--- config.mk ---
export PLATFORM = sky130hd
export DESIGN_NAME = mux_scan_ctrl
export DESIGN_NICKNAME = d
export VERILOG_FILES = /design/src/rtl/mux_scan_ctrl_pkg.sv /design/src/rtl/mux_scan_timer.sv /design/src/rtl/mux_scan_ctrl.sv
export SDC_FILE = /design/constraint.sdc
export NUM_CORES = 1
export LEC_CHECK = 0
export ABC_AREA = 1
export BUFFER_PORTS_ARGS = -buffer_cell sky130_fd_sc_hd__buf_2
export CAP_MARGIN = 20
export CORE_MARGIN = 2
export CORE_UTILIZATION = 39
export DETAILED_ROUTE_END_ITERATION = 6
export GPL_TIMING_DRIVEN = 0
export PLACE_DENSITY = 0.62
export SKIP_LAST_GASP = 1
export SLEW_MARGIN = 20
export SYNTH_ARGS = -nofsm -noshare
export SYNTH_HDL_FRONTEND = slang
export SYNTH_SLANG_ARGS = --single-unit
--- constraint.sdc ---
create_clock -name clk -period 1.15 [get_ports clk]
set_input_delay 0.0575 -clock clk [delete_from_list [all_inputs] [get_ports clk]]
set_output_delay 0.0575 -clock clk [all_outputs]
set_load 0.1 [all_outputs]
--- src/rtl/mux_scan_ctrl_pkg.sv ---
// Shared types and constants for the 4-channel mux scan controller.
package mux_scan_ctrl_pkg;

    typedef enum logic [1:0] {
        ST_IDLE = 2'b00,
        ST_SCAN = 2'b01,
        ST_DONE = 2'b10
    } state_e;

    localparam int NUM_CH     = 4;
    localparam int CHW        = 2;
    localparam int DEF_SETTLE = 1;
    localparam int DEF_CW     = 4;

endpackage

--- src/rtl/mux_scan_timer.sv ---
// Loadable down-counter used to time the settle window on each mux channel.
module mux_scan_timer #(
    parameter int CW = 4
) (
    input  logic          clk,
    input  logic          reset,
    input  logic          load,
    input  logic          en,
    input  logic [CW-1:0] value,
    output logic          zero
);

    logic [CW-1:0] cnt_q, cnt_d;

    always_comb begin
        cnt_d = cnt_q;
        if (load) begin
            cnt_d = value;
        end else if (en && (cnt_q != '0)) begin
            cnt_d = cnt_q - CW'(1);
        end
    end

    always_ff @(posedge clk or posedge reset) begin
        if (reset) begin
            cnt_q <= '0;
        end else begin
            cnt_q <= cnt_d;
        end
    end

    assign zero = (cnt_q == '0);

endmodule

--- src/rtl/mux_scan_ctrl.sv ---
// Steps the mux select through channels 0..3, samples e after each settle
// window and hands the assembled 4-bit word downstream via valid/ready.
module mux_scan_ctrl
    import mux_scan_ctrl_pkg::*;
#(
    parameter int SETTLE = DEF_SETTLE,
    parameter int CW     = DEF_CW
) (
    input  logic       clk,
    input  logic       reset,
    input  logic       start,
    input  logic       e,
    output logic       s1,
    output logic       s2,
    output logic [3:0] word,
    output logic       valid,
    input  logic       ready,
    output logic       busy
);

    localparam logic [CW-1:0] SETTLE_V = CW'(SETTLE);
    localparam logic [CHW-1:0] LAST_CH = CHW'(NUM_CH - 1);

    state_e            state_q, state_d;
    logic [CHW-1:0]    ch_q, ch_d;
    logic [NUM_CH-1:0] shadow_q, shadow_d;
    logic [3:0]        word_q, word_d;
    logic              valid_q, valid_d;
    logic              busy_q, busy_d;
    logic              tmr_load, tmr_en, tmr_zero;

    mux_scan_timer #(.CW(CW)) u_timer (
        .clk   (clk),
        .reset (reset),
        .load  (tmr_load),
        .en    (tmr_en),
        .value (SETTLE_V),
        .zero  (tmr_zero)
    );

    always_comb begin
        state_d  = state_q;
        ch_d     = ch_q;
        shadow_d = shadow_q;
        word_d   = word_q;
        valid_d  = valid_q;
        tmr_load = 1'b0;
        tmr_en   = 1'b0;
        case (state_q)
            ST_IDLE: begin
                if (start) begin
                    state_d  = ST_SCAN;
                    ch_d     = '0;
                    tmr_load = 1'b1;
                end
            end
            ST_SCAN: begin
                if (!tmr_zero) begin
                    tmr_en = 1'b1;
                end else begin
                    shadow_d[ch_q] = e;
                    if (ch_q == LAST_CH) begin
                        // Last sample goes straight into word; shadow holds the rest.
                        word_d  = {e, shadow_q[NUM_CH-2:0]};
                        valid_d = 1'b1;
                        state_d = ST_DONE;
                    end else begin
                        ch_d     = ch_q + CHW'(1);
                        tmr_load = 1'b1;
                    end
                end
            end
            ST_DONE: begin
                if (ready) begin
                    valid_d = 1'b0;
                    ch_d    = '0;
                    if (start) begin
                        state_d  = ST_SCAN;
                        tmr_load = 1'b1;
                    end else begin
                        state_d = ST_IDLE;
                    end
                end
            end
            default: begin
                state_d = ST_IDLE;
                ch_d    = '0;
                valid_d = 1'b0;
            end
        endcase
        busy_d = (state_d == ST_SCAN) || (state_d == ST_DONE);
    end

    always_ff @(posedge clk or posedge reset) begin
        if (reset) begin
            state_q  <= ST_IDLE;
            ch_q     <= '0;
            shadow_q <= '0;
            word_q   <= '0;
            valid_q  <= 1'b0;
            busy_q   <= 1'b0;
        end else begin
            state_q  <= state_d;
            ch_q     <= ch_d;
            shadow_q <= shadow_d;
            word_q   <= word_d;
            valid_q  <= valid_d;
            busy_q   <= busy_d;
        end
    end

    assign s1    = ch_q[0];
    assign s2    = ch_q[1];
    assign word  = word_q;
    assign valid = valid_q;
    assign busy  = busy_q;

endmodule

# Word-level counts from Yosys, hierarchy flattened

Index checks and enable logic that the tools add are counted.

Reduce and logical (&&, ||, !) cells: 11
Eq/ne operators: 10
Mux-type cells: 27
Add/subtract/negate cells: 2
Bitwise operators: 1
Magnitude comparators: 2

Operators with widths:

| cell                                                                         | count |
|---|---|
| 2-bit two-way mux                                                            | 8 |
| 2-bit case mux with 3 select lines                                           | 2 |
| 1-bit two-way mux                                                            | 11 |
| 2-bit inequality test, second input constant                                 | 5 |
| 4-bit two-way mux                                                            | 2 |
| 4-bit AND reduction                                                          | 2 |
| 2-bit equality test, second input constant                                   | 3 |
| 1-bit case mux with 3 select lines                                           | 2 |
| 4-bit bitwise mux                                                            | 1 |
| 2-bit by 1-bit equality test with 1-bit output, second input constant        | 2 |
| 4-bit zero test                                                              | 1 |
| 4-bit nonzero test                                                           | 1 |
| 4-bit by 1-bit subtractor with 4-bit output, second input constant           | 1 |
| 2-bit by 3-bit less-than comparator with 1-bit output, second input constant | 1 |
| 3-bit AND reduction                                                          | 1 |
| 2-bit by 1-bit adder with 2-bit output, second input constant                | 1 |
| 1-bit demux with 2-bit select                                                | 1 |
| 2-bit by 1-bit >= comparator with 1-bit output, second input constant        | 1 |
| 1-bit logical AND                                                            | 2 |
| 2-bit zero test                                                              | 1 |
| 2-bit AND reduction                                                          | 1 |
| 2-bit nonzero test                                                           | 1 |
| 1-bit logical OR                                                             | 1 |
| 1-bit NOT                                                                    | 1 |

Output and inout port bits: 8
Word-level logic and storage cells: 60
Bits in registers: 18
Input port bits: 5

# Depth between registers and ports, before layout

Word-level depth: 6
Gate-level depth with buffers: 8
Mapped depth without buffers: 8

# Modules after synthesis

From an unflattened synthesis, not the netlist that was laid out.

Cell total of the unflattened synthesis: 131
Area, all modules: 977.2 um^2

Modules (own cells, without submodules):

| module         | seq. area each (um^2) | area an instance (um^2) | times used | cells an instance |
|---|---|---|---|---|
| mux_scan_ctrl  | 325.3                 | 678.2                   | 1          | 84 |
| mux_scan_timer | 100.1                 | 299.0                   | 1          | 47 |

# Least setup slack after synthesis

No wires, ideal clock.

Path type: register to register
From: register ch_q[1]
To: register busy_q (netlist: busy)
Data arrival time: 1.777 ns
Data required time: 1.028 ns
Period minus slack after synthesis: 1.899 ns
Setup slack: -0.749 ns
Path buffers: 0
Library setup time: 0.122 ns
Cell stages (with the launch flop): 7
Path through: dfrtp_1 -> ha_1 -> inv_1 -> nand4_1 -> nand2_1 -> nor2_1 -> nand2_1

Cells in the longest elaborated chain, start to end: 6
Elaborated cells between the ends (all ways): 7
Those cells by class: 3 x eq/ne; 3 x mux; 1 x reduce/logical

Ends and longest elaborated chain:

| item                                                                                  | RTL line             | RTL |
|---|---|---|
| start: declaration                                                                    | mux_scan_ctrl.sv:25  | `logic [CHW-1:0] ch_q, ch_d;` |
| start signal: assignment                                                              | mux_scan_ctrl.sv:104 | `ch_q <= ch_d;` |
| 2-bit equality test (*)                                                               | mux_scan_ctrl.sv:62  | `if (ch_q == LAST_CH) begin` |
| 2-bit two-way mux (*)                                                                 | mux_scan_ctrl.sv:62  |  |
| 2-bit two-way mux (*)                                                                 | mux_scan_ctrl.sv:58  | `if (!tmr_zero) begin` |
| 2-bit case mux with 3 select lines (*)                                                | mux_scan_ctrl.sv:49  | `case (state_q)` |
| 2-bit by 1-bit equality test with 1-bit output or 2-bit equality test (tied branches) | mux_scan_ctrl.sv:91  | `busy_d = (state_d == ST_SCAN) \|\| (state_d == ST_DONE);` |
| 1-bit logical OR (*)                                                                  | mux_scan_ctrl.sv:91  |  |
| via busy_d                                                                            | mux_scan_ctrl.sv:29  | `logic busy_q, busy_d;` |
| end signal: assignment                                                                | mux_scan_ctrl.sv:108 | `busy_q <= busy_d;` |
| end: declaration                                                                      | mux_scan_ctrl.sv:29  |  |

The timed path passes the listed nets; every way through them passes the cells marked *.
A chain may end at the register's enable or synchronous reset.

# Worst setup path after layout

From: register ch_q[0]
To: register state_q[0]

Cells in the longest elaborated chain, start to end: 4

Ends and longest elaborated chain:

| item                               | RTL line             | RTL |
|---|---|---|
| 2-bit equality test                | mux_scan_ctrl.sv:62  |  |
| 2-bit two-way mux                  | mux_scan_ctrl.sv:62  |  |
| 2-bit two-way mux                  | mux_scan_ctrl.sv:58  |  |
| 2-bit case mux with 3 select lines | mux_scan_ctrl.sv:49  |  |
| via state_d[0]                     | mux_scan_ctrl.sv:24  | `state_e state_q, state_d;` |
| end signal: assignment             | mux_scan_ctrl.sv:103 | `state_q <= state_d;` |
| end: declaration                   | mux_scan_ctrl.sv:24  |  |

The timed path passes the listed nets, and every way through them passes these cells.

==> impl_metrics.py <==
metrics = {
    "outcome": {
        "status": "finished with violations",
        "violations": "setup timing",
    },
    "clock_network": {
        "cts_max_level": 1,
        "cts_buffers": 3,
        "path_clk_slew_ps": 90,
        "clock_latency_ps": 280,
        "clockBufferDepth": 2,
        "root_buffer": "clkbuf_4",
        "cts_num_sinks": 17,
        "cts_tree": "yes",
    },
    "grt": {
        "grt_usage_pct": 14.3,
        "grt_pass1_wl_mm": 2.82,
        "antenna_found_initial": 0,
        "grt_pass1_vias": 671,
        "gr-total-overflow": 0,
        "grt_max_degree": 18,
    },
    "yosys": {
        "synth_warnings": 0,
        "syn_area_um2": 890,
        "yosys.area.top_type": "dfrtp_1",
        "ys_ff_latch": 17,
        "yosys-top-cells-area": "dfrtp_1, nand2_1, ha_1",
        "synth_cell_types": 18,
        "syn_area_per_cell_um2": 8.47,
        "synth_nets": 115,
        "synth_seq_area_share_pct": 47.8,
        "synthCells": 105,
        "yosysTopAreaCellShare_pct": 47.8,
    },
    "sta": {
        "fin_worst_skew_ps": 0.966,
        "hold_viol": 0,
        "finalSetupViolCount": 17,
        "rsz0062_at_grt": "yes",
        "tightest_slew_ps": 648,
        "final.setup.tns_ps": -1190,
        "fmax_ghz": 0.791,
        "finalCritPeriodShare_pct": 110,
        "setup_slack_ps": -113,
        "slew_headroom_pct": 56.7,
        "maxSlewViolCount": 0,
        "fin_crit_ps": 1260,
    },
    "detailed_routing": {
        "drcViolationCount": 0,
        "routedWlPerCell_um": 10.6,
        "wl_mm": 1.67,
        "viasPerCell": 4.59,
        "first_pass_iters": 4,
        "vias": 720,
        "ant_nets": 0,
        "drtIter0Drc": 20,
    },
    "cells_and_area": {
        "final_common_cell": "nand2_1",
        "areaGrowthSynthToFinish_pct": 30.4,
        "n_antenna_cell": 0,
        "fillCellCount": 203,
        "drive_above_1_share_pct": 38.0,
        "layout_common_cells": "nand2_1, dfrtp_1, inv_1",
        "final_util_pct": 52.9,
        "fin_cells": 157,
        "final_area_um2": 1160,
        "finalNetCount": 140,
    },
    "power_and_ir_drop": {
        "power.density_nw_per_um2": 2900,
        "power_leakage_nw": 0.591,
        "irDropWorstVdd_uv": 1480,
        "power.total_mw": 3.37,
    },
    "flow_run": {
        "drv_cap": 0,
    },
    "worst_setup_path": {
        "path_cells": "ha_4 > inv_4 > nand4_1 > nand2_1 > nor2_2 > inv_1",
        "cpPeakStageDelay_ps": 510,
        "cp_max_fo": 4,
        "cp.required_ps": 1380,
        "critPathLaunchType": "flop",
        "endpoint_kind": "flop",
        "crit_slowest_cell": "dfrtp_4",
        "crit_type": "flop to flop",
        "worstPathArrival_ps": 1490,
    },
    "placed_design": {
        "place_hpwl_mm": 1.17,
        "gp_congestion": 0.762,
        "dpl_cell_area_um2": 1020,
        "dp.cells": 145,
        "portBuffers": 12,
    },
    "die": {
        "io_pins": 13,
        "coreArea_um2": 2190,
        "die_h_um": 51.8,
        "num_rows": 17,
        "initial_core_util_pct": 40.6,
        "die_w_um": 51.8,
        "die_area_um2": 2680,
    },
    "worst_hold_path": {
        "hold_class": "input pin to flop",
    },
}
-- path summary, 6_finish.rpt --
check	start	end	slack, ps	cells after the start
min	e	word[3]	80	3
max reg2reg	ch_q[0]	state_q[0]	-110	6
max	ch_q[0]	state_q[0]	-110	6
min in group asynchronous	reset	shadow_q[0]	400	3
min reg2reg	word[0]	word[0]	490	2
max in group asynchronous	reset	ch_q[0]	270	3
-- flip-flops by register name, indices dropped and copies added, names as in the netlist --
signal,cells
valid,1
state_q,2
ch_q,2
busy,1
shadow_q,3
word,4
u_timer.cnt_q,4
-- critical path: cells and delay by family, from the launching register on --
| kind | cells | cell delay (ps) |
|---|---|---|
| DFF | 1 | 510 |
| and+or+nand+nor | 3 | 400 |
| buffers and inverters | 2 | 110 |
| adders and majority gates | 1 | 180 |
-- cells in the mapped netlist, drive strengths merged --
library cell and instances:
ha 5, inv 16, dfrtp 17, nand4 5, nand3 5, a21oi 1
clkinv 1, nand2 39, nand3b 1, o21ai 6, nor2 8, o21bai 1
-- final cells by class --
| cell class | instances | area [um^2] | share of cell area, % |
|---|---|---|---|
| Multi-Input combinational cell | 71 | 455 | 39.3 |
| Sequential cell | 17 | 434 | 37.4 |
| Timing Repair Buffer | 20 | 138 | 11.9 |
| Inverter | 17 | 71.3 | 6.15 |
| Tap cell | 28 | 35.0 | 3.02 |
| Clock buffer | 4 | 26.3 | 2.27 |
-- where the power goes --
group          internal [mW]  switching, mW  leakage, nW
combinational          0.589           1.44        0.368
sequential             0.843          0.189        0.208
clock                  0.135          0.176       0.0150
-- routing by layer --
layer / GRT usage (%) / wire (um)
met2: 22.0 / 760
met1: 19.3 / 837
met5: 0 / 0
met4: 6.58 / 8
met3: 2.87 / 61
-- stage by stage --
stage	hold slack [ps]	setup WS, ps
floorplan	-16.5	-209
global placement	175	-124
detailed placement	182	-118
CTS	79.5	-112
global route	91.2	-171
finish	84.7	-113
-- kinds of logic after synthesis --
family / Yosys count / share of synthesized area [%]
and+or+nand+nor: 58 / 32.6
buffers and inverters: 17 / 7.31
adders and majority gates: 5 / 7.03
DFF: 17 / 47.8
AOI/OAI and AO/OA: 8 / 5.20
-- timing repair --
item,in CTS,in global routing
pin swaps,7,8
buffers inserted,6,1
hold buffers,1,0
gates resized for setup,7,9
endpoints found under the hold margin,17,0
endpoints found under the setup margin,18,23
No activity file was read; power rests on OpenSTA's default activity.
